[src/rtl/regfile_scoreboard.sv]
// regfile_scoreboard
// Issue-side hazard scoreboard and writeback arbiter for the 32 x WIDTH
// register file. It keeps one busy bit per architectural register. Issue is
// stalled on RAW and WAW hazards. ALU and MEM writebacks are merged onto the
// single registered write port, with round-robin arbitration on conflict.
//
// Ports
//   clk, reset                 clock, synchronous active-high reset
//   issue_*                    decoded instruction (sources, dest, valid)
//   issue_ready                no hazard: instruction may issue this cycle
//   alu_wb_*, mem_wb_*         writeback requests (valid/rd/data)
//   alu_wb_ready, mem_wb_ready grant for this cycle
//   rf_regWrite/writeReg/dataWrite  registered register file write port
//   busy_mask                  scoreboard state (bit 0 always 0)
//   wb_err                     sticky: writeback to a non-busy register
module regfile_scoreboard #(
  parameter int unsigned WIDTH = 64,
  parameter int unsigned NREG  = 32
) (
  input  logic             clk,
  input  logic             reset,
  input  logic             issue_valid,
  input  logic [4:0]       issue_rs1,
  input  logic [4:0]       issue_rs2,
  input  logic             issue_use_rs1,
  input  logic             issue_use_rs2,
  input  logic [4:0]       issue_rd,
  input  logic             issue_wr,
  output logic             issue_ready,
  input  logic             alu_wb_valid,
  input  logic [4:0]       alu_wb_rd,
  input  logic [WIDTH-1:0] alu_wb_data,
  output logic             alu_wb_ready,
  input  logic             mem_wb_valid,
  input  logic [4:0]       mem_wb_rd,
  input  logic [WIDTH-1:0] mem_wb_data,
  output logic             mem_wb_ready,
  output logic             rf_regWrite,
  output logic [4:0]       rf_writeReg,
  output logic [WIDTH-1:0] rf_dataWrite,
  output logic [NREG-1:0]  busy_mask,
  output logic             wb_err
);

  typedef enum logic {
    RR_ALU = 1'b0,
    RR_MEM = 1'b1
  } rr_e;

  logic [NREG-1:0]  busy_q, busy_d;
  rr_e              rr_q, rr_d;
  logic             rf_we_q, rf_we_d;
  logic [4:0]       rf_rd_q, rf_rd_d;
  logic [WIDTH-1:0] rf_data_q, rf_data_d;
  logic             wb_err_q, wb_err_d;

  logic             conflict;
  logic             alu_gnt, mem_gnt;
  logic [4:0]       wb_rd;
  logic [WIDTH-1:0] wb_data;

  always_comb begin
    issue_ready = !reset
                  && !(issue_use_rs1 && busy_q[issue_rs1])
                  && !(issue_use_rs2 && busy_q[issue_rs2])
                  && !(issue_wr      && busy_q[issue_rd]);

    conflict = alu_wb_valid && mem_wb_valid;
    alu_gnt  = !reset && alu_wb_valid && (!mem_wb_valid || rr_q == RR_ALU);
    mem_gnt  = !reset && mem_wb_valid && (!alu_wb_valid || rr_q == RR_MEM);
    alu_wb_ready = alu_gnt;
    mem_wb_ready = mem_gnt;

    wb_rd   = mem_gnt ? mem_wb_rd   : alu_wb_rd;
    wb_data = mem_gnt ? mem_wb_data : alu_wb_data;

    rr_d = rr_q;
    if (conflict) begin
      rr_d = (rr_q == RR_ALU) ? RR_MEM : RR_ALU;
    end

    // Write index/data hold their last value when no write is presented;
    // only rf_regWrite qualifies them.
    rf_we_d   = (alu_gnt || mem_gnt) && (wb_rd != '0);
    rf_rd_d   = rf_rd_q;
    rf_data_d = rf_data_q;
    if (rf_we_d) begin
      rf_rd_d   = wb_rd;
      rf_data_d = wb_data;
    end

    wb_err_d = wb_err_q || (rf_we_d && !busy_q[wb_rd]);

    // Clear for the write being presented now, then set for a new issue, so
    // a same-register collision leaves the bit set.
    busy_d = busy_q;
    if (rf_we_q) begin
      busy_d[rf_rd_q] = 1'b0;
    end
    if (issue_valid && issue_ready && issue_wr && issue_rd != '0) begin
      busy_d[issue_rd] = 1'b1;
    end
    busy_d[0] = 1'b0;
  end

  always_ff @(posedge clk) begin
    if (reset) begin
      busy_q    <= '0;
      rr_q      <= RR_MEM;
      rf_we_q   <= 1'b0;
      rf_rd_q   <= '0;
      rf_data_q <= '0;
      wb_err_q  <= 1'b0;
    end else begin
      busy_q    <= busy_d;
      rr_q      <= rr_d;
      rf_we_q   <= rf_we_d;
      rf_rd_q   <= rf_rd_d;
      rf_data_q <= rf_data_d;
      wb_err_q  <= wb_err_d;
    end
  end

  assign rf_regWrite  = rf_we_q;
  assign rf_writeReg  = rf_rd_q;
  assign rf_dataWrite = rf_data_q;
  assign busy_mask    = busy_q;
  assign wb_err       = wb_err_q;

endmodule
[config.mk]
export PLATFORM = sky130hd
export DESIGN_NAME = regfile_scoreboard
export DESIGN_NICKNAME = d
export VERILOG_FILES = /design/src/rtl/regfile_scoreboard.sv
export SDC_FILE = /design/constraint.sdc
export NUM_CORES = 1
export LEC_CHECK = 0
export BUFFER_PORTS_ARGS = -buffer_cell sky130_fd_sc_hd__buf_2
export CORE_MARGIN = 3
export CORE_UTILIZATION = 28
export DETAILED_ROUTE_END_ITERATION = 16
export HOLD_SLACK_MARGIN = 0.1
export PLACE_DENSITY = 0.59
export REMOVE_ABC_BUFFERS = 1
export SLEW_MARGIN = 40
export SYNTH_ARGS = -nofsm -noshare
export SYNTH_HDL_FRONTEND = slang
export SYNTH_SLANG_ARGS = --single-unit
[constraint.sdc]
create_clock -name clk -period 6.3 [get_ports clk]
set_clock_uncertainty 0.15 [all_clocks]
set_input_delay 0 -clock clk [delete_from_list [all_inputs] [get_ports clk]]
set_output_delay 0 -clock clk [all_outputs]
set_load 0.005 [all_outputs]
==> results.cfg <==
[floorplan]
dieArea_mm2 = 0.0220
die_y_um = 148
start_util_pct = 28.8
num_io_pins = 267
row_count = 51
core_mm2 = 0.0197
die_w_um = 148

[synthesis]
syn-mean-instance-area_um2 = 7.98
synth.mux.area_fraction_pct = 12.0
async_reset_ff_share_pct = 0
yosys.area_share.simple_pct = 24.7
synth_cells = 711
ys_ff_latch = 103
synth_xor_xnor_area_share_pct = 0.154
synth_top_family_by_area = simple AND/OR/NAND/NOR gates
ys_seq_area_share_pct = 36.3
synth_edf_count = 0
yosys_warnings = 0
synth_area_mm2 = 0.00568
synth_compound_area_share_pct = 21.7
synth_flop_cell = dfxtp_1
synth_cell_types = 53
synthAdderAreaFrac_pct = 0

[run]
max-cap-violations = 0

[place]
dp_hpwl_um = 16100
dp_cells = 1185
place.gp.congestion = 0.935
place_ws_ns = 2.86
port_buffers = 265

[clock_network]
clkSinkCount = 103
tritoncts = yes
insertion_delay_ns = 0.35
clkTransAtPathRegs_ns = 0.07
postCtsSetupBuffers = 0
cts_buffers = 9
cts_max_level = 3
clockBufferDepth = 2
clock-root-buffer = clkbuf_16

[pwr]
peakVddDrop_mv = 0.118
p_per_area_mw_per_mm2 = 192
leakagePower_nw = 3.95

[outcome]
status = complete, no violations

[drt]
detail_route.wl_per_cell_um = 17.7
drt-initial-drc-count = 514
avgViaCountPerCell = 5.21
num_vias = 7012
drc = 0
wirelength_um = 23800
postRouteAntennaNets = 0
first_pass_iters = 5

[finish]
final_layout_size_suffix_gt1_share_pct = 29.4
area_growth_pct = 56.6
stdcell_count = 1346
layout_common_cells = buf_2, nand2_1, dlygate4sd3_1, dfxtp_1, nor2_1
nets = 1236
final_common_cell = buf_2
n_fill_cell = 1931

[setup_path]
required_ns = 6.44
cp-end-kind = flop
crit_path_start_kind = input pin
r2r_slack_ns = 2.10
worstPathMaxFanout = 105
critPathKind = input pin to flop
crit_arrival_ns = 4.34

[timing]
setup_viol = 0
finalSetupTns_ns = 0
fin_crit_sh_pct = 66.6
hold_violations = 0
worst_slew_pin_slew_ns = 0.770
fmaxAchievable_mhz = 238
maxSlewViolCount = 0
relSlewSlack_pct = 48.3
setup_ws_ns = 2.10
rsz0062_at_grt = no
min_period_ns = 4.20

[global_routing]
grt_pass1_vias = 6755
grt_usage_pct = 20.8
antenna_found_initial = 0
grt_max_degree = 106
grt_pass1_wl_um = 36500
gr-total-overflow = 0

[min_path]
hp-class = input pin to output port
==> sequential cells by signal (all words and copies together), names as in the netlist <==
signal / flops
rr_q: 1
rf_regWrite: 1
rf_writeReg: 5
busy_mask: 31
rf_dataWrite: 64
wb_err: 1
==> cells by family after synthesis <==
| logic type | after synthesis |
|---|---|
| other cells | 1 |
| buf+inv | 72 |
| flops | 103 |
| simple gates | 321 |
| mux | 45 |
| xor+xnor | 1 |
| compound gates | 168 |
==> metrics by stage <==
step	power [W]	util [%]	instance area, µm²	hold slack, ns
final	0.00171	45.1	8890	0.126
after global routing	0.00179	45.1	8890	0.150
after CTS	0.00171	45.1	8890	0.129
after detailed placement	0.00103	36.2	7130	0.120
after global placement	0.00103	36.1	7120	0.116
after floorplan	0.000875	-	5430	-0.0987
==> where the power goes <==
part | switching (W) | internal [W]
logic | 0.000187 | 0.000198
registers | 0.0000301 | 0.000691
clock network | 0.000269 | 0.000333
total | 0.000486 | 0.00122
==> layout make-up <==
cell class,instances,area (µm²),share of cell area [%]
tap,265,332,3.73
clock buffer,11,253,2.84
multi-input combinational,536,3330,37.5
clock inverter,5,63.8,0.718
sequential,103,2060,23.2
antenna,1,2.50,0.0281
inverter,12,46.3,0.521
timing repair buffer,413,2800,31.5
==> critical path, stage by stage <==
cell,delay [ns]
dlygate4sd3_1,0.56
buf_2,0.19
nor2b_1,0.35
nand2_2,0.39
buf_4,0.43
a21oi_1,0.20
o41a_2,0.52
buf_6,0.64
nor2_1,0.08
a311oi_1,0.30
dlygate4sd3_1,0.60
==> path summary, 6_finish.rpt <==
kind / from / end / cells past startpoint
setup / recovery: reset / rf_dataWrite[53] / 11
hold reg to reg: wb_err / wb_err / 2
setup reg to reg: busy_mask[31] / busy_mask[5] / 9
hold / removal: issue_wr / issue_ready / 3
==> cell usage after synthesis (9+ instances only) <==
| cell type | count | share of area (%) |
|---|---|---|
| a21oi_1 | 9 | 0.79 |
| a311oi_1 | 66 | 10 |
| clkbuf_1 | 42 | 2.8 |
| dfxtp_1 | 103 | 36 |
| mux2i_1 | 22 | 3.9 |
| mux4_2 | 18 | 7.1 |
| nand2_1 | 163 | 11 |
| nand3_1 | 27 | 2.4 |
| nor2_1 | 78 | 5.2 |
| o211ai_1 | 16 | 2.1 |
| o21ai_0 | 12 | 1.1 |
| o21ai_1 | 35 | 3.1 |
==> timing repair <==
item	CTS	global route
hold buffers	144	0
endpoints found under the hold margin	102	0
resized for setup	0	0
==> metal layers <==
layer	track usage, %	vias up	share of wire [%]
met5	0	-	0
met1	27.1	3266	43
li1	-	3327	-
met4	7.67	0	3.4
met2	33.5	358	46
met3	5.09	61	8.0
No activity file was read; power rests on OpenSTA's default activity.
